### src/rtl/serial_mag_compare_ctrl.sv
// Serial unsigned magnitude comparator.
// A single 2-bit compare slice is reused once per cycle, starting at the MSB
// slice. A small controller handles the start/done handshake, steps the slice
// index, accumulates the verdict and holds the result until the next start.
module serial_mag_compare_ctrl #(
  parameter int WIDTH      = 8,
  parameter bit EARLY_EXIT = 1'b1,
  localparam int NS        = WIDTH / 2,
  localparam int CW        = $clog2(NS + 1)
) (
  input  logic             clk,
  input  logic             reset_n,
  input  logic             inStart,
  input  logic [WIDTH-1:0] inA,
  input  logic [WIDTH-1:0] inB,
  output logic             outBusy,
  output logic             outDone,
  output logic             outGT,
  output logic             outEQ,
  output logic             outLT,
  output logic [CW-1:0]    outCycles
);

  // Index width; NS=1 still needs a one-bit index register.
  localparam int IW = (NS > 1) ? $clog2(NS) : 1;

  typedef enum logic [1:0] {
    IDLE    = 2'd0,
    COMPARE = 2'd1,
    DONE    = 2'd2
  } state_t;

  state_t           state_reg, state_next;
  logic [WIDTH-1:0] a_reg, a_next;
  logic [WIDTH-1:0] b_reg, b_next;
  logic [IW-1:0]    idx_reg, idx_next;
  logic [CW-1:0]    cycles_reg, cycles_next;
  logic             gt_reg, gt_next;
  logic             eq_reg, eq_next;
  logic             lt_reg, lt_next;
  // First unequal slice verdict, only meaningful when all slices are walked.
  logic             rec_gt_reg, rec_gt_next;
  logic             rec_lt_reg, rec_lt_next;

  // Captured operands split into 2-bit slices.
  logic [1:0] a_slice [NS];
  logic [1:0] b_slice [NS];

  genvar gi;
  generate
    for (gi = 0; gi < NS; gi++) begin : g_slice
      assign a_slice[gi] = a_reg[2*gi+1:2*gi];
      assign b_slice[gi] = b_reg[2*gi+1:2*gi];
    end
  endgenerate

  // The one shared slice comparator, fed by the currently indexed slice pair.
  logic [1:0] cur_a, cur_b;
  logic       slice_gt, slice_lt, slice_ne;
  logic       rec_any, fin_gt, fin_lt;

  assign cur_a    = a_slice[idx_reg];
  assign cur_b    = b_slice[idx_reg];
  assign slice_gt = (cur_a > cur_b);
  assign slice_lt = (cur_a < cur_b);
  assign slice_ne = slice_gt | slice_lt;

  // Final verdict when the last slice is reached: an earlier recorded verdict
  // wins, otherwise the last slice decides, otherwise the operands are equal.
  assign rec_any = rec_gt_reg | rec_lt_reg;
  assign fin_gt  = rec_gt_reg | (~rec_any & slice_gt);
  assign fin_lt  = rec_lt_reg | (~rec_any & slice_lt);

  // State register.
  always_ff @(posedge clk) begin
    if (!reset_n) begin
      state_reg <= IDLE;
    end else begin
      state_reg <= state_next;
    end
  end

  // Datapath registers: operands, index, cycle count, verdicts.
  always_ff @(posedge clk) begin
    if (!reset_n) begin
      a_reg      <= '0;
      b_reg      <= '0;
      idx_reg    <= IW'(NS - 1);
      cycles_reg <= '0;
      gt_reg     <= 1'b0;
      eq_reg     <= 1'b0;
      lt_reg     <= 1'b0;
      rec_gt_reg <= 1'b0;
      rec_lt_reg <= 1'b0;
    end else begin
      a_reg      <= a_next;
      b_reg      <= b_next;
      idx_reg    <= idx_next;
      cycles_reg <= cycles_next;
      gt_reg     <= gt_next;
      eq_reg     <= eq_next;
      lt_reg     <= lt_next;
      rec_gt_reg <= rec_gt_next;
      rec_lt_reg <= rec_lt_next;
    end
  end

  // Next-state and datapath update logic.
  always_comb begin
    state_next  = state_reg;
    a_next      = a_reg;
    b_next      = b_reg;
    idx_next    = idx_reg;
    cycles_next = cycles_reg;
    gt_next     = gt_reg;
    eq_next     = eq_reg;
    lt_next     = lt_reg;
    rec_gt_next = rec_gt_reg;
    rec_lt_next = rec_lt_reg;

    unique case (state_reg)
      IDLE: begin
        if (inStart) begin
          a_next      = inA;
          b_next      = inB;
          idx_next    = IW'(NS - 1);
          cycles_next = '0;
          gt_next     = 1'b0;
          eq_next     = 1'b0;
          lt_next     = 1'b0;
          rec_gt_next = 1'b0;
          rec_lt_next = 1'b0;
          state_next  = COMPARE;
        end
      end

      COMPARE: begin
        cycles_next = cycles_reg + CW'(1);
        if (EARLY_EXIT && slice_ne) begin
          // Higher slices were equal, so this slice settles the result.
          gt_next    = slice_gt;
          lt_next    = slice_lt;
          state_next = DONE;
        end else begin
          if (!rec_any && slice_ne) begin
            rec_gt_next = slice_gt;
            rec_lt_next = slice_lt;
          end
          if (idx_reg == '0) begin
            gt_next    = fin_gt;
            lt_next    = fin_lt;
            eq_next    = ~(fin_gt | fin_lt);
            state_next = DONE;
          end else begin
            idx_next = idx_reg - IW'(1);
          end
        end
      end

      DONE: begin
        state_next = IDLE;
      end

      default: begin
        state_next = IDLE;
      end
    endcase
  end

  assign outBusy   = (state_reg == COMPARE);
  assign outDone   = (state_reg == DONE);
  assign outGT     = gt_reg;
  assign outEQ     = eq_reg;
  assign outLT     = lt_reg;
  assign outCycles = cycles_reg;

endmodule

### config.mk
export PLATFORM = sky130hd
export DESIGN_NAME = serial_mag_compare_ctrl
export DESIGN_NICKNAME = d
export VERILOG_FILES = /design/src/rtl/serial_mag_compare_ctrl.sv
export SDC_FILE = /design/constraint.sdc
export NUM_CORES = 1
export LEC_CHECK = 0
export BUFFER_PORTS_ARGS = -buffer_cell sky130_fd_sc_hd__buf_2
export CORE_MARGIN = 2
export CORE_UTILIZATION = 52
export DETAILED_ROUTE_END_ITERATION = 16
export GPL_TIMING_DRIVEN = 0
export PLACE_DENSITY = 0.83
export SLEW_MARGIN = 5
export SYNTH_ARGS = -nofsm -noshare
export SYNTH_HDL_FRONTEND = slang
export SYNTH_SLANG_ARGS = --single-unit
### constraint.sdc
create_clock -name clk -period 2.53 [get_ports clk]
set_clock_uncertainty 0.1 [all_clocks]
set_input_delay 0.3795 -clock clk [delete_from_list [all_inputs] [get_ports clk]]
set_output_delay 0.3795 -clock clk [all_outputs]
set_load 0.01 [all_outputs]
* Word level (Yosys, flattened, before mapping) *
Index checks and enable logic that the tools add are counted.

operators by class
  add/subtract/negate cells = 2
  multipliers = 0
  divide/modulo/power cells = 0
  magnitude comparators = 3
  eq/ne operators = 8
  shift-type cells = 0
  muxes and demuxes = 32
  bitwise operators = 10
  reductions and logical operators = 12

operators with widths
  operator                                                          count
  2-bit 2-to-1 mux                                                  10
  4-bit AND reduction                                               3
  1-bit 2-to-1 mux                                                  11
  1-bit one-hot mux with 2 select lines                             5
  2-bit binary-select mux with 2-bit select                         2
  2-bit one-hot mux with 2 select lines                             2
  2-bit != test (second input constant)                             3
  3-bit one-hot mux with 2 select lines                             1
  2-bit AND reduction                                               3
  1-bit bitwise OR                                                  5
  2-bit zero test                                                   2
  2-bit by 1-bit != test with 1-bit output (second input constant)  2
  3-bit by 1-bit adder with 3-bit output (second input constant)    1
  3-bit >= comparator (second input constant)                       1
  3-bit 2-to-1 mux                                                  1
  3-bit by 1-bit != test with 1-bit output (second input constant)  1
  2-bit inverter with 3-bit output                                  1
  3-bit AND reduction                                               1
  1-bit bitwise AND                                                 2
  2-bit by 1-bit == test with 1-bit output (second input constant)  1
  2-bit == test (second input constant)                             1
  2-bit > comparator                                                1
  2-bit less-than comparator                                        1
  1-bit inverter                                                    2
  4 further kinds                                                   4

word-level totals
  register bits after elaboration = 28
  bits in latches = 0
  RAM bits = 0
  ROM bits = 0
  input bits = 19
  output and inout port bits = 8
  logic and storage cells = 77
  memories kept = 0

* Longest topological paths before layout *
  depth after elaboration = 12
  gate-level depth with buffers = 9
  mapped depth without buffers = 7

* Least setup slack after synthesis *
Ideal clock, no wire load.

  path kind = reg-to-reg
  start = register idx_reg[0]
  end = register eq_reg, in the netlist outEQ
  setup time = 79 ps
  data arrival time = 2113 ps
  required time = 2351 ps
  setup slack = 238 ps
  stages on the path, launching flop included = 8
  path buffers = 1
  clock period less this slack = 2292 ps
  path through = dfxtp_1 buf_2 mux4_2 ha_1 and2_2 nand3_1 or4_4 a211oi_2

between the ends
  cells in the longest elaborated chain, start to end = 12
  elaborated cells on any way between the ends = 23

RTL lines
  element                                                                  RTL line  source
  start, declared                                                          36        logic [IW-1:0] idx_reg, idx_next;
  start signal, assigned                                                   88        idx_reg <= IW'(NS - 1);
  start signal, assigned                                                   98        idx_reg <= idx_next;
  2-bit inverter with 3-bit output (not written as such)                   62, 63
  2-bit binary-select mux with 2-bit select, on equally long branches      62, 63
  2-bit 2-to-1 mux, on equally long branches (2 in series)                 62, 63
  2-bit > comparator / 2-bit less-than comparator (equally long branches)  64, 65
  1-bit bitwise AND, on equally long branches                              71, 72
  1-bit bitwise OR, on equally long branches                               71, 72
  1-bit bitwise OR                                                         152       eq_next = ~(fin_gt | fin_lt);
  1-bit inverter                                                           152
  1-bit 2-to-1 mux                                                         149       if (idx_reg == '0) begin
  1-bit 2-to-1 mux                                                         139       if (EARLY_EXIT && slice_ne) begin
  1-bit one-hot mux with 2 select lines                                    121       unique case (state_reg)
  end signal, assigned                                                     101       eq_reg <= eq_next;
  end, declared                                                            39        logic eq_reg, eq_next;

Several ways; a longest one is shown, not always the timed one. The select of a mux whose other input is x is not followed.
A chain may end at the register's enable or synchronous reset.

* Worst setup path after layout *
Ends and elaborated chain as after synthesis.

==> metrics <==
Seq cells post-synth=28; post-route cell area=1410 um2; DRC viols=0; GP Congestion=0.786; clk buf depth=2; worst hold path class=input pin to flop; Final period util=0.960; Yosys top cell area share=0.464; routed wire length=roughly 2.6 mm; Fin Setup TNS=0 ns; synthesized cell area=between 1000 and 1500 um2; filler instances=roughly 190; Leakage=0.618 nW; WL/cell=13.3 um; crit end category=flop; crit-path max FO=7; max_cap viols=0; Syn Nets=163; most frequent cells in the layout=nand2_1 (39), dfxtp_1 (27), buf_2 (26); hold_buf cts=0; largest net degree at the start of global routing=16; sequential cell area fraction in the yosys report=0.464; worst-margin pin slew=~0.50 ns; Ant. Diodes=0; outcome=completed; Peak supply drop=0.381 mV; Avg Inst Size Synth=8.63 um2; setup violators final=0; Synth area leader=dfxtp_1; first-pass GRT wire length=around 4.4 mm; Final Non-Filler Cells=197; CP required=2.69 ns; Clock Tree Root=clkbuf_4; DP Cell Count=between 150 and 200; Reg clk slew, reported paths=~0.14 ns; Post-CTS Resized=0; Seq. cell area=562 um2; antenna violations before repair=0; initial DRC count=44; row count=17; Slew Limit Headroom=0.667; Worst Setup Start Kind=flop; Clock Sinks=28; Initial Util=0.546; number of port buffers=25; DR pass1 iterations=4; layout cell share with drive strength beyond 1=0.237; CTS Buf Count=3; core area=2210 um2; GRT Total Usage=0.220; pwr/cell area=638 nW/um2; vias per cell=between 5 and 6; Detailed Place HPWL=1.99 mm; asr flop ratio synth=0; Nets=193; die height=52.2 um; chip width=52.2 um; DRT antenna net count=0; post-CTS setup buffer count=0; vias in the first global route=995; Clock H-tree levels=1; post-layout min period=2.43 ns; most common cell after layout, fill and taps aside=nand2_1; Slew Limit Fails=0; ys flop type=dfxtp_1; Area contributors post-synth=dfxtp_1 (46%), nand2_1 (12%), mux4_2 (7.5%), a21oi_1 (7.0%), ha_1 (4.1%); RSZ-0062 raised after global routing=false; Post-synth EDFFs=0; post-synth cell types=32; placed cell areas=1370 um2; CTS tree=built; DIE AREA=2730 um2; Vias=~1100; synth-to-layout area growth=16.6%; WHS=0.164 ns; global route overflow=0; Top-Level Pins=27; critical path class=flop to flop; footprint of the multi-input gates=between 500 and 600 um2; Fin. Hold Viols=0; worst-skew pair later-pin latency=0.33 ns; Max Freq=about 410 MHz; Arr. time, crit path=2.59 ns; yosys warns=0; Gate Count Post-Synth=140
## final timing paths
| check | cells after the start | endpoint | startpoint | slack, ns |
|---|---|---|---|---|
| min reg2reg | 2 | a_reg[1]$_SDFFE_PN0P_ | a_reg[1]$_SDFFE_PN0P_ | 0.36 |
| max reg2reg | 7 | outEQ$_SDFFE_PN0P_ | idx_reg[0]$_SDFFE_PN1P_ | 0.10 |
| max | 7 | outEQ$_SDFFE_PN0P_ | idx_reg[0]$_SDFFE_PN1P_ | 0.10 |
| min | 3 | b_reg[5]$_SDFFE_PN0P_ | inB[5] | 0.16 |
## metrics by stage
stage / utilization / power (mW) / worst slack, ns
after global placement: 0.619 / 0.676 / 0.143
after CTS: 0.635 / 0.902 / 0.0527
after floorplan: - / 0.630 / 0.238
after global routing: 0.637 / 0.956 / 0.0112
final: 0.637 / 0.899 / 0.102
after detailed placement: 0.619 / 0.688 / 0.0930
## kinds of logic after synthesis
group / after synthesis / share of synthesized area
buffers and inverters: 13 / 0.0424
multiplexers: 5 / 0.0828
AND/OR/NAND/NOR: 62 / 0.234
flip-flops: 28 / 0.464
adder cells (fa/ha/maj): 4 / 0.0414
AO/OA/AOI/OAI: 28 / 0.136
## cell usage after synthesis, types with 2 or more instances
| library cell | n |
|---|---|
| inv_1 | 5 |
| mux4_2 | 4 |
| o21ai_0 | 2 |
| dfxtp_1 | 28 |
| buf_2 | 2 |
| nand2_1 | 39 |
| and3_1 | 2 |
| nor2_1 | 7 |
| nor2b_1 | 2 |
| clkbuf_1 | 5 |
| and2_1 | 2 |
| o22ai_1 | 2 |
| ha_1 | 4 |
| nand3_1 | 2 |
| a21oi_1 | 17 |
## per-layer routing
metal  global-route usage  up-vias  part of all wire
li1                     -      531                 -
met1                0.265      482              0.41
met2                0.382       41              0.51
met3               0.0371        5             0.056
met4                0.103        0             0.018
met5                    0        -                 0
## critical path, stage by stage (launching register included)
cell and delay (ns):
dfxtp_1 0.33, buf_4 0.16, mux4_2 0.53, ha_1 0.32
and2_2 0.17, nand3_1 0.09, or4_4 0.43, a211oi_2 0.22
## final cells by class
type	instances	area share
sequential	28	0.399
inverter	5	0.0133
timing repair buffer	25	0.0888
multi-input combinational	99	0.424
tap	28	0.0249
clock buffer	4	0.0258
buffer	8	0.0249
## power breakdown
group	internal [mW]	switching [mW]	leakage (nW)
registers	0.471	0.0170	0.228
clock network	0.0883	0.129	0.0210
logic	0.0825	0.111	0.369
total	0.642	0.257	0.618
Note: power is estimated with default switching activity, not from simulation.
